File: src/rtl/uart_tx_arb_if.sv
// uart_tx_arb_if: requester-side and UART-side handshake bundle for uart_tx_arb
interface uart_tx_arb_if #(
  parameter int NUM_REQ = 4
);
  logic [8*NUM_REQ-1:0] req_data;
  logic [NUM_REQ-1:0]   req_valid;
  logic [NUM_REQ-1:0]   req_last;
  logic [NUM_REQ-1:0]   req_ready;
  logic [7:0]           tx_data;
  logic                 tx_valid;
  logic                 tx_ready;
  logic [2:0]           grant_id;
  logic                 busy;
  logic                 timeout_pulse;
  modport master (
    output req_data, req_valid, req_last, tx_ready,
    input  req_ready, tx_data, tx_valid, grant_id, busy, timeout_pulse
  );
  modport slave (
    input  req_data, req_valid, req_last, tx_ready,
    output req_ready, tx_data, tx_valid, grant_id, busy, timeout_pulse
  );
endinterface

File: src/rtl/uart_tx_arb.sv
// uart_tx_arb: packet-level round-robin arbiter sharing one UART tx byte channel
module uart_tx_arb #(
  parameter int          NUM_REQ     = 4,
  parameter logic [15:0] TIMEOUT_CYC = 16'd50000
) (
  input logic          sys_clk,
  input logic          sys_rst,
  uart_tx_arb_if.slave bus
);
  typedef enum logic {IDLE, GRANT} state_t;
  state_t      state;
  logic [2:0]  last_id, win;
  logic [15:0] cnt, cnt_inc;
  logic [7:0]  valid8, last8;
  logic [63:0] data64;
  logic        own_valid, fire;
  int          s;
  assign valid8    = 8'(bus.req_valid);
  assign last8     = 8'(bus.req_last);
  assign data64    = 64'(bus.req_data);
  assign own_valid = state == GRANT && valid8[bus.grant_id];
  assign cnt_inc   = &cnt ? cnt : cnt + 16'd1;
  assign fire      = TIMEOUT_CYC != 16'd0 && !own_valid && cnt_inc == TIMEOUT_CYC;
  assign bus.tx_valid  = own_valid;
  assign bus.tx_data   = state == GRANT ? data64[{bus.grant_id, 3'b000} +: 8] : 8'h00;
  assign bus.req_ready = (state == GRANT && bus.tx_ready) ? NUM_REQ'(8'b1 << bus.grant_id) : '0;
  // round-robin pick: nearest valid requester after last_id (descending scan so the nearest wins)
  always_comb begin
    win = '0;
    s = 0;
    for (int i = NUM_REQ; i >= 1; i--) begin
      s = int'(last_id) + i;
      if (s >= NUM_REQ) s = s - NUM_REQ;
      if (valid8[3'(s)]) win = 3'(s);
    end
  end
  // grant on any request, release on the last beat or after the owner idles too long
  always_ff @(posedge sys_clk or posedge sys_rst)
    if (sys_rst) begin
      state             <= IDLE;
      bus.grant_id      <= '0;
      bus.busy          <= 1'b0;
      bus.timeout_pulse <= 1'b0;
      last_id           <= 3'(NUM_REQ - 1);
      cnt               <= '0;
    end else begin
      bus.timeout_pulse <= 1'b0;
      if (state == IDLE) begin
        cnt <= '0;
        if (|bus.req_valid) begin
          state        <= GRANT;
          bus.busy     <= 1'b1;
          bus.grant_id <= win;
        end
      end else if ((own_valid && bus.tx_ready && last8[bus.grant_id]) || fire) begin
        state             <= IDLE;
        bus.busy          <= 1'b0;
        last_id           <= bus.grant_id;
        bus.timeout_pulse <= fire;
      end else
        cnt <= own_valid ? '0 : cnt_inc;
    end
endmodule

File: src/flat_wrapper.sv
// flat-port wrapper written by rule: the top's interface ports become plain ports
module uart_tx_arb_flat 
#(
  parameter int          NUM_REQ     = 4,
  parameter logic [15:0] TIMEOUT_CYC = 16'd50000
)
  (sys_clk, sys_rst, bus_req_data, bus_req_valid, bus_req_last, bus_tx_ready, bus_req_ready, bus_tx_data, bus_tx_valid, bus_grant_id, bus_busy, bus_timeout_pulse);
  uart_tx_arb_if #(.NUM_REQ(NUM_REQ)) bus_i ();
  input logic sys_clk;
  input logic sys_rst;
  input wire logic [$bits(bus_i.req_data)-1:0] bus_req_data;
  input wire logic [$bits(bus_i.req_valid)-1:0] bus_req_valid;
  input wire logic [$bits(bus_i.req_last)-1:0] bus_req_last;
  input wire logic [$bits(bus_i.tx_ready)-1:0] bus_tx_ready;
  output wire logic [$bits(bus_i.req_ready)-1:0] bus_req_ready;
  output wire logic [$bits(bus_i.tx_data)-1:0] bus_tx_data;
  output wire logic [$bits(bus_i.tx_valid)-1:0] bus_tx_valid;
  output wire logic [$bits(bus_i.grant_id)-1:0] bus_grant_id;
  output wire logic [$bits(bus_i.busy)-1:0] bus_busy;
  output wire logic [$bits(bus_i.timeout_pulse)-1:0] bus_timeout_pulse;
  assign bus_i.req_data = bus_req_data;
  assign bus_i.req_valid = bus_req_valid;
  assign bus_i.req_last = bus_req_last;
  assign bus_i.tx_ready = bus_tx_ready;
  assign bus_req_ready = bus_i.req_ready;
  assign bus_tx_data = bus_i.tx_data;
  assign bus_tx_valid = bus_i.tx_valid;
  assign bus_grant_id = bus_i.grant_id;
  assign bus_busy = bus_i.busy;
  assign bus_timeout_pulse = bus_i.timeout_pulse;
  uart_tx_arb #(.NUM_REQ(NUM_REQ), .TIMEOUT_CYC(TIMEOUT_CYC)) u_core (.sys_clk(sys_clk), .sys_rst(sys_rst), .bus(bus_i));
endmodule
File: config.mk
export PLATFORM = sky130hd
export DESIGN_NAME = uart_tx_arb_flat
export DESIGN_NICKNAME = d
export VERILOG_FILES = /design/src/rtl/uart_tx_arb_if.sv /design/src/rtl/uart_tx_arb.sv /design/src/flat_wrapper.sv
export SDC_FILE = /design/constraint.sdc
export NUM_CORES = 1
export LEC_CHECK = 0
export CAP_MARGIN = 30
export CORE_MARGIN = 4
export CORE_UTILIZATION = 42
export CTS_CLUSTER_DIAMETER = 80
export DETAILED_ROUTE_END_ITERATION = 16
export PLACE_DENSITY = 0.83
export SLEW_MARGIN = 25
export SYNTH_ARGS = -nofsm -noshare
export SYNTH_HDL_FRONTEND = slang
export SYNTH_SLANG_ARGS = --single-unit
File: constraint.sdc
create_clock -name sys_clk -period 5.17 [get_ports sys_clk]
set_clock_uncertainty 0.15 [all_clocks]
set_input_delay 0.517 -clock sys_clk [delete_from_list [all_inputs] [get_ports sys_clk]]
set_output_delay 0.517 -clock sys_clk [all_outputs]
set_load 0.005 [all_outputs]
* Word-level counts from Yosys, hierarchy flattened
Cells that the tools add are included.
** Storage, ports and cells
- Output and inout port bits :: 18
- Input port bits :: 43
- Word-level logic and storage cells :: 81
- Bits in registers :: 25
** Cells by class
- Equality and inequality tests :: 3
- Muxes and demuxes :: 38
- Reductions and logical operators :: 13
- Bitwise gates (word level) :: 1
- Add/subtract/negate cells :: 9
- $lt $le $gt $ge :: 9
- Shift-type cells :: 2
** Operators with widths (number)
- 2-to-1 mux 16 bit :: 4
- variable part select 64 x 7 -> 8 bit :: 1
- 2-to-1 mux 3 bit :: 8
- < comparator 3 x 5 -> 1 bit, second input constant :: 4
- binary-select mux 1 bit (select 3 bit) :: 6
- 2-to-1 mux 1 bit :: 18
- adder 16 x 1 -> 16 bit, second input constant :: 1
- == test 16 bit, second input constant :: 1
- greater-or-equal comparator 4 x 3 -> 1 bit, second input constant :: 4
- AND reduction 16 bit :: 1
- subtractor 3 bit, second input constant :: 4
- adder 3 x 2 -> 4 bit, second input constant :: 2
- 2-to-1 mux 8 bit :: 1
- AND reduction 2 bit :: 3
- logical AND 1 bit :: 5
- adder 3 x 1 -> 4 bit, second input constant :: 1
- adder 3 x 3 -> 4 bit, second input constant :: 1
- < comparator 3 x 4 -> 1 bit, second input constant :: 1
- 2-to-1 mux 4 bit :: 1
- inequality test 2 bit, second input constant :: 2
- OR reduction 4 bit :: 1
- << shifter 1 x 3 -> 4 bit, first input constant :: 1
- nonzero test 2 bit :: 1
- zero test 1 bit :: 1
- 2 further kinds :: 2

* Longest topological paths before layout
Gate-level depths: netlist (run 1).
- Depth in word-level cells :: 10
- Mapped depth :: 11

* Least setup slack after synthesis (run 1)
Ideal clock, no wire load.
- Path kind :: reg-to-reg
- From :: register u_core.last_id[0]
- To :: register u_core.bus.grant_id[0]
- Stages on the path, launching flop included :: 12
- Period minus slack after synthesis :: 2.837 ns
- Buffers on the path :: 2
- Data arrival time :: 2.610 ns
- Required time :: 4.942 ns
- Setup slack :: 2.333 ns
- Library setup time :: 0.078 ns
- Path through :: dfstp_2 -> clkbuf_1 -> inv_1 -> ha_1 -> clkbuf_1 -> mux2_2 -> o221ai_1 -> a21oi_1 -> a211o_1 -> a21oi_1 -> o21ai_0 -> a21oi_1
** On the way
- Cells in the longest elaborated chain, start to end :: 10
** Ends and longest elaborated chain
- start, declared :: line uart_tx_arb.sv:12 : logic [2:0] last_id, win;
- start signal, assigned :: line uart_tx_arb.sv:44 : last_id <= 3'(NUM_REQ - 1);
- start signal, assigned :: line uart_tx_arb.sv:58 : last_id <= bus.grant_id;
- adder 3 x 3 -> 4 bit :: line uart_tx_arb.sv:32 : s = int'(last_id) + i;
- greater-or-equal comparator 4 x 3 -> 1 bit / subtractor 3 bit (equally long branches) :: line uart_tx_arb.sv:33 : if (s >= NUM_REQ) s = s - NUM_REQ;
- 2-to-1 mux 3 bit :: line uart_tx_arb.sv:33
- binary-select mux 1 bit (select 3 bit) :: line uart_tx_arb.sv:34 : if (valid8[3'(s)]) win = 3'(s);
- 2-to-1 mux 1 bit (not written as such) (2 in series) :: line uart_tx_arb.sv:34
- 2-to-1 mux 3 bit (3 in series) :: line uart_tx_arb.sv:34
- 2-to-1 mux 3 bit * :: line uart_tx_arb.sv:34
- end signal, assigned :: line uart_tx_arb.sv:53 : bus.grant_id <= win;
- end, declared :: line uart_tx_arb_if.sv:21 : output req_ready, tx_data, tx_valid, grant_id, busy, timeout_pulse
Mark *: on every way between the ends. The rest lies on a longest branch, timed or not. The select of a mux whose other input is x is not followed.
A chain may end at the register's enable or synchronous reset.

* Worst setup path in the final report (run 1)
- From :: register u_core.cnt[1]
- To :: register u_core.last_id[2]
** On the way
- Cells in the longest elaborated chain, start to end :: 6
** Ends and longest elaborated chain
- start, declared :: line uart_tx_arb.sv:13 : logic [15:0] cnt, cnt_inc;
- start signal, assigned :: line uart_tx_arb.sv:61 : cnt <= own_valid ? '0 : cnt_inc;
- adder 16 x 1 -> 16 bit / AND reduction 16 bit (equally long branches) :: line uart_tx_arb.sv:22 : assign cnt_inc = &cnt ? cnt : cnt + 16'd1;
- 2-to-1 mux 16 bit * :: line uart_tx_arb.sv:22
- == test 16 bit * :: line uart_tx_arb.sv:23 : assign fire = TIMEOUT_CYC != 16'd0 && !own_valid && cnt_inc == TIMEOUT_CYC;
- logical AND 1 bit * :: line uart_tx_arb.sv:23
- logical OR 1 bit * :: line uart_tx_arb.sv:55 : end else if ((own_valid && bus.tx_ready && last8[bus.grant_id]) || fire) begin
- AND reduction 2 bit (no line) *
Mark *: on every way between the ends. The rest lies on a longest branch, timed or not.

==> impl_metrics.csv, run 1 <==
group,metric,value,unit
worst_setup_path,r2r_slack,1570,ps
global_routing,grt_max_degree,26,
final_layout,nets,353,
cts,cts-resized-gates,0,
place,numPortBuffers,60,
sta,setup_viol,0,
sta,clock.fmax,278,MHz
min_path,whs_endpoint,"u_core.bus.busy",
min_path,worstHoldStart,"u_core.bus.busy",
worst_setup_path,path_class,"reg2reg",
sta,finalCritPeriodShare,69.6,%
drt,first_pass_iters,4,
worst_setup_path,r2r_start,"u_core.cnt[1]",
cts,cts_made_buffers,3,
synthesis,ys_seq_area_share,27.0,%
cts,cts_buffer_depth,2,
worst_setup_path,cp_data_arrival_time,3610,ps
drt,ant_nets,0,
place,dp_hpwl,4830,um
worst_setup_path,worstRegToRegCells,8,
floorplanning,initial_utilization,44.5,%
synthesis,synth_edf_count,0,
sta,tightest_slew,976,ps
floorplanning,die_h,82.5,um
cts,htree_levels,1,
synthesis,synth_area,2330,um^2
worst_setup_path,cp_max_fo,12,
worst_setup_path,r2r-end,"u_core.last_id[2]",
drt,drc,0,
synthesis,synth_area_per_cell,8.75,um^2
worst_setup_path,cp-start-kind,"flop",
final_layout,num_antenna_cells,0,
global_routing,grt_remaining_overflow,0,
worst_setup_path,end_kind,"flop",
final_layout,area_growth,25.8,%
place,dpl-instance-area,2870,um^2
cts,clkTransAtPathRegs,90,ps
run_status,outcome,"complete, no violations",
worst_setup_path,worstPathRequired,5180,ps
drt,vias,2286,
min_path,hp-class,"reg2reg",
synthesis,ys.warnings.count,0,
synthesis,yosys-top-cells-area,"dfrtp_1 (25%), mux4_2 (9.7%), nand3_1 (3.7%)",
cts,clock-sinks,25,
sta,setup-tns-final,0,ps
floorplanning,die_w,82.5,um
final_layout,final_area,2930,um^2
synthesis,syn-instance-count,266,
drt,drt-initial-drc-count,166,
cts,postCtsSetupBuffers,0,
place,place.gp.congestion,0.947,
pwr,ir_drop,0.233,mV
sta,rsz0062_at_grt,"false",
floorplanning,rows,26,
sta,fin_ws,1570,ps
synthesis,ys.flop_type,"dfrtp_1",
place,post-place-ws,1660,ps
min_path,whs_path_depth,1,
global_routing,grt_usage,19.9,%
floorplanning,die_area,6800,um^2
global_routing,first_global_vias,2282,
final_layout,final_util,55.9,%
cts,cts_hold_buf,0,
synthesis,ys_types,56,
place,placedCellCount,371,
drt,wirelength,6370,um
cts,cts_tree,"done",
pwr,power.density,361,nW/um^2
synthesis,ys_seq_elements,25,
run,maxCapViolations,0,
final_layout,drive_above_1_share,9.80,%
sta,hold_viol_final,0,
sta,slew_viol_final,0,
global_routing,grt_pass1_wl,10700,um
synthesis,syn_nets,312,
drt,wl_per_cell,16.9,um
pwr,p_leak,0.00110,uW
floorplanning,io_pins,61,
cts,clock_latency,270,ps
final_layout,fin_cells,376,
floorplanning,core-area,5240,um^2
synthesis,yosysTopAreaCell,"dfrtp_1",
synthesis,synth_top_area_share,24.7,%
global_routing,antenna_found_initial,0,
cts,cts-root-buf,"clkbuf_8",
sta,slew_headroom,34.8,%
synthesis,synth-async-reset-ratio,100,%
drt,avgViaCountPerCell,6.08,
sta,post-route-min-period,3600,ps
synthesized netlist by cell type, types with 4 or more instances:
library cell   n
dfrtp_1       23
nor2_1        20
nand2_1       18
nand3_1       17
o21ai_0       17
a21oi_1       13
clkbuf_1      13
inv_1         13
mux4_2        10
and2_1         9
mux2i_1        8
nor3_1         8
a31oi_1        6
buf_4          6
nor2b_1        5
nor4_1         5
o311ai_0       5
a211oi_1       4
buf_6          4
or3_1          4
placed cells by master, fill, tap and decap left out, drive strengths merged, types with 9 or more instances in the layout:
cell | synthesis | layout
dfrtp | 23 | 23
and2 | 9 | 9
nor2 | 20 | 20
a21oi | 13 | 13
nand3 | 17 | 17
clkdlybuf4s50 | 0 | 60
mux4 | 10 | 10
nand2 | 18 | 18
inv | 13 | 12
o21ai | 18 | 18
cells by family (layout without fill, tap and decap cells):
group	Yosys count	count (layout)	share of synthesized area [%]
and+or+nand+nor	110	110	27.0
AOI/OAI and AO/OA	66	66	20.3
buffers and inverters	38	78	8.49
DFF	25	25	27.0
muxes	21	21	14.6
adders and majority gates	3	3	1.61
xor gates and xnor gates	3	3	1.13
through the flow:
stage | power, uW | hold WS, ps
CTS | 1060 | 373
finish | 1060 | 372
floorplan | 701 | 338
global placement | 923 | 347
global route | 1140 | 388
detailed placement | 940 | 346
power by group:
group / switching, uW / internal (uW) / leakage [uW]
Combinational: 264 / 342 / 0.000750
Clock: 63.6 / 53.9 / 0.0000255
Sequential: 104 / 231 / 0.000328
Total: 431 / 628 / 0.00110
state kept, by name, indices dropped and copies added, names as in the netlist:
name,cells
u_core.cnt,16
u_core.last_id,3
u_core.state,1
u_core.bus.timeout_pulse,1
u_core.bus.grant_id,3
u_core.bus.busy,1
area by class of cell:
type,count,area (um^2)
fillers,466,2310
clock inverters,1,5.00
inverters,13,48.8
clock buffers,3,41.3
repair buffers,61,616
well taps,70,87.6
multi-input cells,203,1500
flip-flops and latches,25,628
per-layer routing:
layer	part of all wire (%)	GRT usage, %	vias to the layer above
met2	50	34.3	92
li1	-	-	1082
met4	0.61	4.65	0
met5	0	0	-
met1	41	25.4	1108
met3	8.8	3.90	4
how the worst max path moves through the flow:
stage | start | endpoint | slack, ps | cells past startpoint
finish | u_core.cnt[1] | u_core.last_id[2] | 1570 | 8
global route | u_core.cnt[0] | u_core.last_id[2] | 1260 | 8
CTS | u_core.cnt[0] | u_core.last_id[1] | 1650 | 8
detailed placement | u_core.cnt[0] | u_core.last_id[1] | 1660 | 8
global placement | u_core.cnt[0] | u_core.last_id[1] | 1760 | 8
floorplan | u_core.last_id[0] | u_core.bus.grant_id[0] | 2330 | 11
worst max-delay path, cell delays in order, from the launching register on:
cell	delay, ps
dfrtp_1	480
ha_1	290
nand3_1	400
nor4_1	750
nor2_1	110
a2111oi_1	270
and4bb_1	480
o21ai_2	250
a22o_1	310
Power figures use the tool's default switching activity.
==> run 2: changes to the inputs <==
- clock period: 5.17 -> 3.6 ns (I/O delays scaled with it)
==> run 2 against run 1 <==
Against the previous run:
- worst hold slack got worse by 240 ps
- routed wire length up 3.0%
- cell count is 2.4% higher
- setup slack got worse by 1200 ps
- critical path type unchanged
==> impl_metrics.csv, run 2 (synthesis results as in run 1) <==
group,metric,value,unit
run_status,outcome,"complete, no violations",
floorplanning,die_h,82.5,um
min_path,hp-class,"in2async",
pwr,p_leak,0.00114,uW
pwr,combPwrFrac,61.8,%
cts,htree_levels,1,
place,dp_hpwl,4920,um
final_layout,regMostFlops,"u_core.cnt",
global_routing,antenna_found_initial,0,
final_layout,largest_reg_flops,16,
place,place.gp.congestion,0.961,
sta,clock.fmax,313,MHz
drt,ant_nets,0,
pwr,share_seq_of_total_power,26.8,%
sta,tightest_slew,796,ps
place,post-place-ws,470,ps
global_routing,grt_pass1_wl,10700,um
cts,clock_latency,280,ps
pwr,p_int,932,uW
run,maxCapViolations,0,
cts,clock-sinks,25,
floorplanning,die_area,6800,um^2
floorplanning,die_w,82.5,um
pwr,clockPowerShare,11.4,%
place,numPortBuffers,60,
drt,avgViaCountPerCell,6.11,
sta,setup_viol,0,
floorplanning,io_pins,61,
worst_setup_path,end_kind,"flop",
worst_setup_path,cp_max_fo,11,
final_layout,area_growth,28.8,%
worst_setup_path,cp-start-kind,"flop",
cts,cts_tree,"done",
cts,cts-root-buf,"clkbuf_8",
drt,wirelength,6560,um
cts,cts_made_buffers,3,
worst_setup_path,slowest_stage,"dfrtp_1",
pwr,power.switching,631,uW
final_layout,drive_above_1_share,12.4,%
worst_setup_path,cp_num_buf_inv,1,
global_routing,grt_max_degree,26,
drt,wl_per_cell,17.0,um
worst_setup_path,critPathTopFamily,"simple AND/OR/NAND/NOR gates",
worst_setup_path,worstRegToRegCells,9,
worst_setup_path,cp_data_arrival_time,3260,ps
sta,setup-tns-final,0,ps
cts,cts_buffer_depth,2,
floorplanning,rows,26,
floorplanning,initial_utilization,44.5,%
sta,slew_viol_final,0,
worst_setup_path,worstPathRequired,3670,ps
cts,postCtsSetupBuffers,0,
final_layout,num_antenna_cells,0,
worst_setup_path,cpPeakStageDelay,480,ps
final_layout,top_regs,"u_core.cnt (16), u_core.bus.grant_id (3), u_core.last_id (3)",
sta,rsz0062_at_grt,"false",
pwr,switching_share,40.4,%
sta,finalCritPeriodShare,88.7,%
final_layout,nets,362,
pwr,power.density,521,nW/um^2
sta,hold_viol_final,0,
worst_setup_path,cp_cell_sequence,"ha_1, nand3_1, buf_4, or3_1, mux2i_1, nand4b_1, and4bb_1, o21ai_2, mux2_2",
pwr,ir_drop,0.305,mV
worst_setup_path,cp.depth,9,
drt,vias,2354,
cts,clkTransAtPathRegs,100,ps
sta,slew_headroom,46.8,%
global_routing,first_global_vias,2307,
final_layout,fillers,442,
sta,fin_ws,405,ps
drt,drt-initial-drc-count,243,
drt,drc,0,
global_routing,grt_remaining_overflow,0,
floorplanning,core-area,5240,um^2
cts,cts-resized-gates,0,
cts,cts_hold_buf,0,
sta,post-route-min-period,3190,ps
final_layout,layout_common_cells,"clkdlybuf4s50_1 (60), dfrtp_1 (23), nor2_1 (20), nand2_1 (18)",
worst_setup_path,path_class,"reg2reg",
final_layout,final_common_cell,"clkdlybuf4s50_1",
global_routing,grt_usage,20.1,%
drt,first_pass_iters,5,
run 2: path summary, 6_finish.rpt:
kind / from / to / slack, ps
max: u_core.cnt[0] / u_core.last_id[1] / 410
min: sys_rst / u_core.bus.timeout_pulse / 130
max reg2reg: u_core.cnt[0] / u_core.last_id[1] / 410
min reg2reg: u_core.bus.busy / u_core.bus.busy / 370
max in group asynchronous: sys_rst / u_core.cnt[0] / 2770
min in group sys_clk: u_core.bus.busy / u_core.bus.busy / 370
run 2: power by group through the flow:
stage	combinational (uW)	sequential, uW	clock, uW
floorplan	626	380	0
global placement	940	420	0
detailed placement	958	421	0
global route	1050	428	193
CTS	965	415	179
finish	967	419	178
run 2: metrics by stage:
| step | hold WS, ps | area [um^2] | cells | power (uW) | utilization, % |
|---|---|---|---|---|---|
| after floorplan | 236 | 2330 | 266 | 1010 | - |
| after global placement | 372 | 2940 | 380 | 1360 | 56.0 |
| after detailed placement | 341 | 2940 | 380 | 1380 | 56.0 |
| after CTS | 375 | 2980 | 384 | 1560 | 57.0 |
| after global routing | 138 | 3000 | 385 | 1670 | 57.3 |
| final | 130 | 3000 | 385 | 1560 | 57.3 |
run 2: final cells by class:
class,instances,area (um^2),share of cell area [%]
clock buffers,3,41.3,1.38
clock inverters,1,7.51,0.250
inverters,13,48.8,1.63
multi-input cells,203,1500,50.1
flip-flops and latches,25,628,20.9
well taps,70,87.6,2.92
repair buffers,70,683,22.8
run 2: metal layers:
layer	global-route usage, %	up-vias	share of wire [%]	wire length [um]
met5	0	-	0	0
met4	7.97	0	2.7	174
met3	3.90	20	7.1	466
met2	34.4	112	49	3190
met1	24.8	1120	42	2730
li1	-	1102	-	-
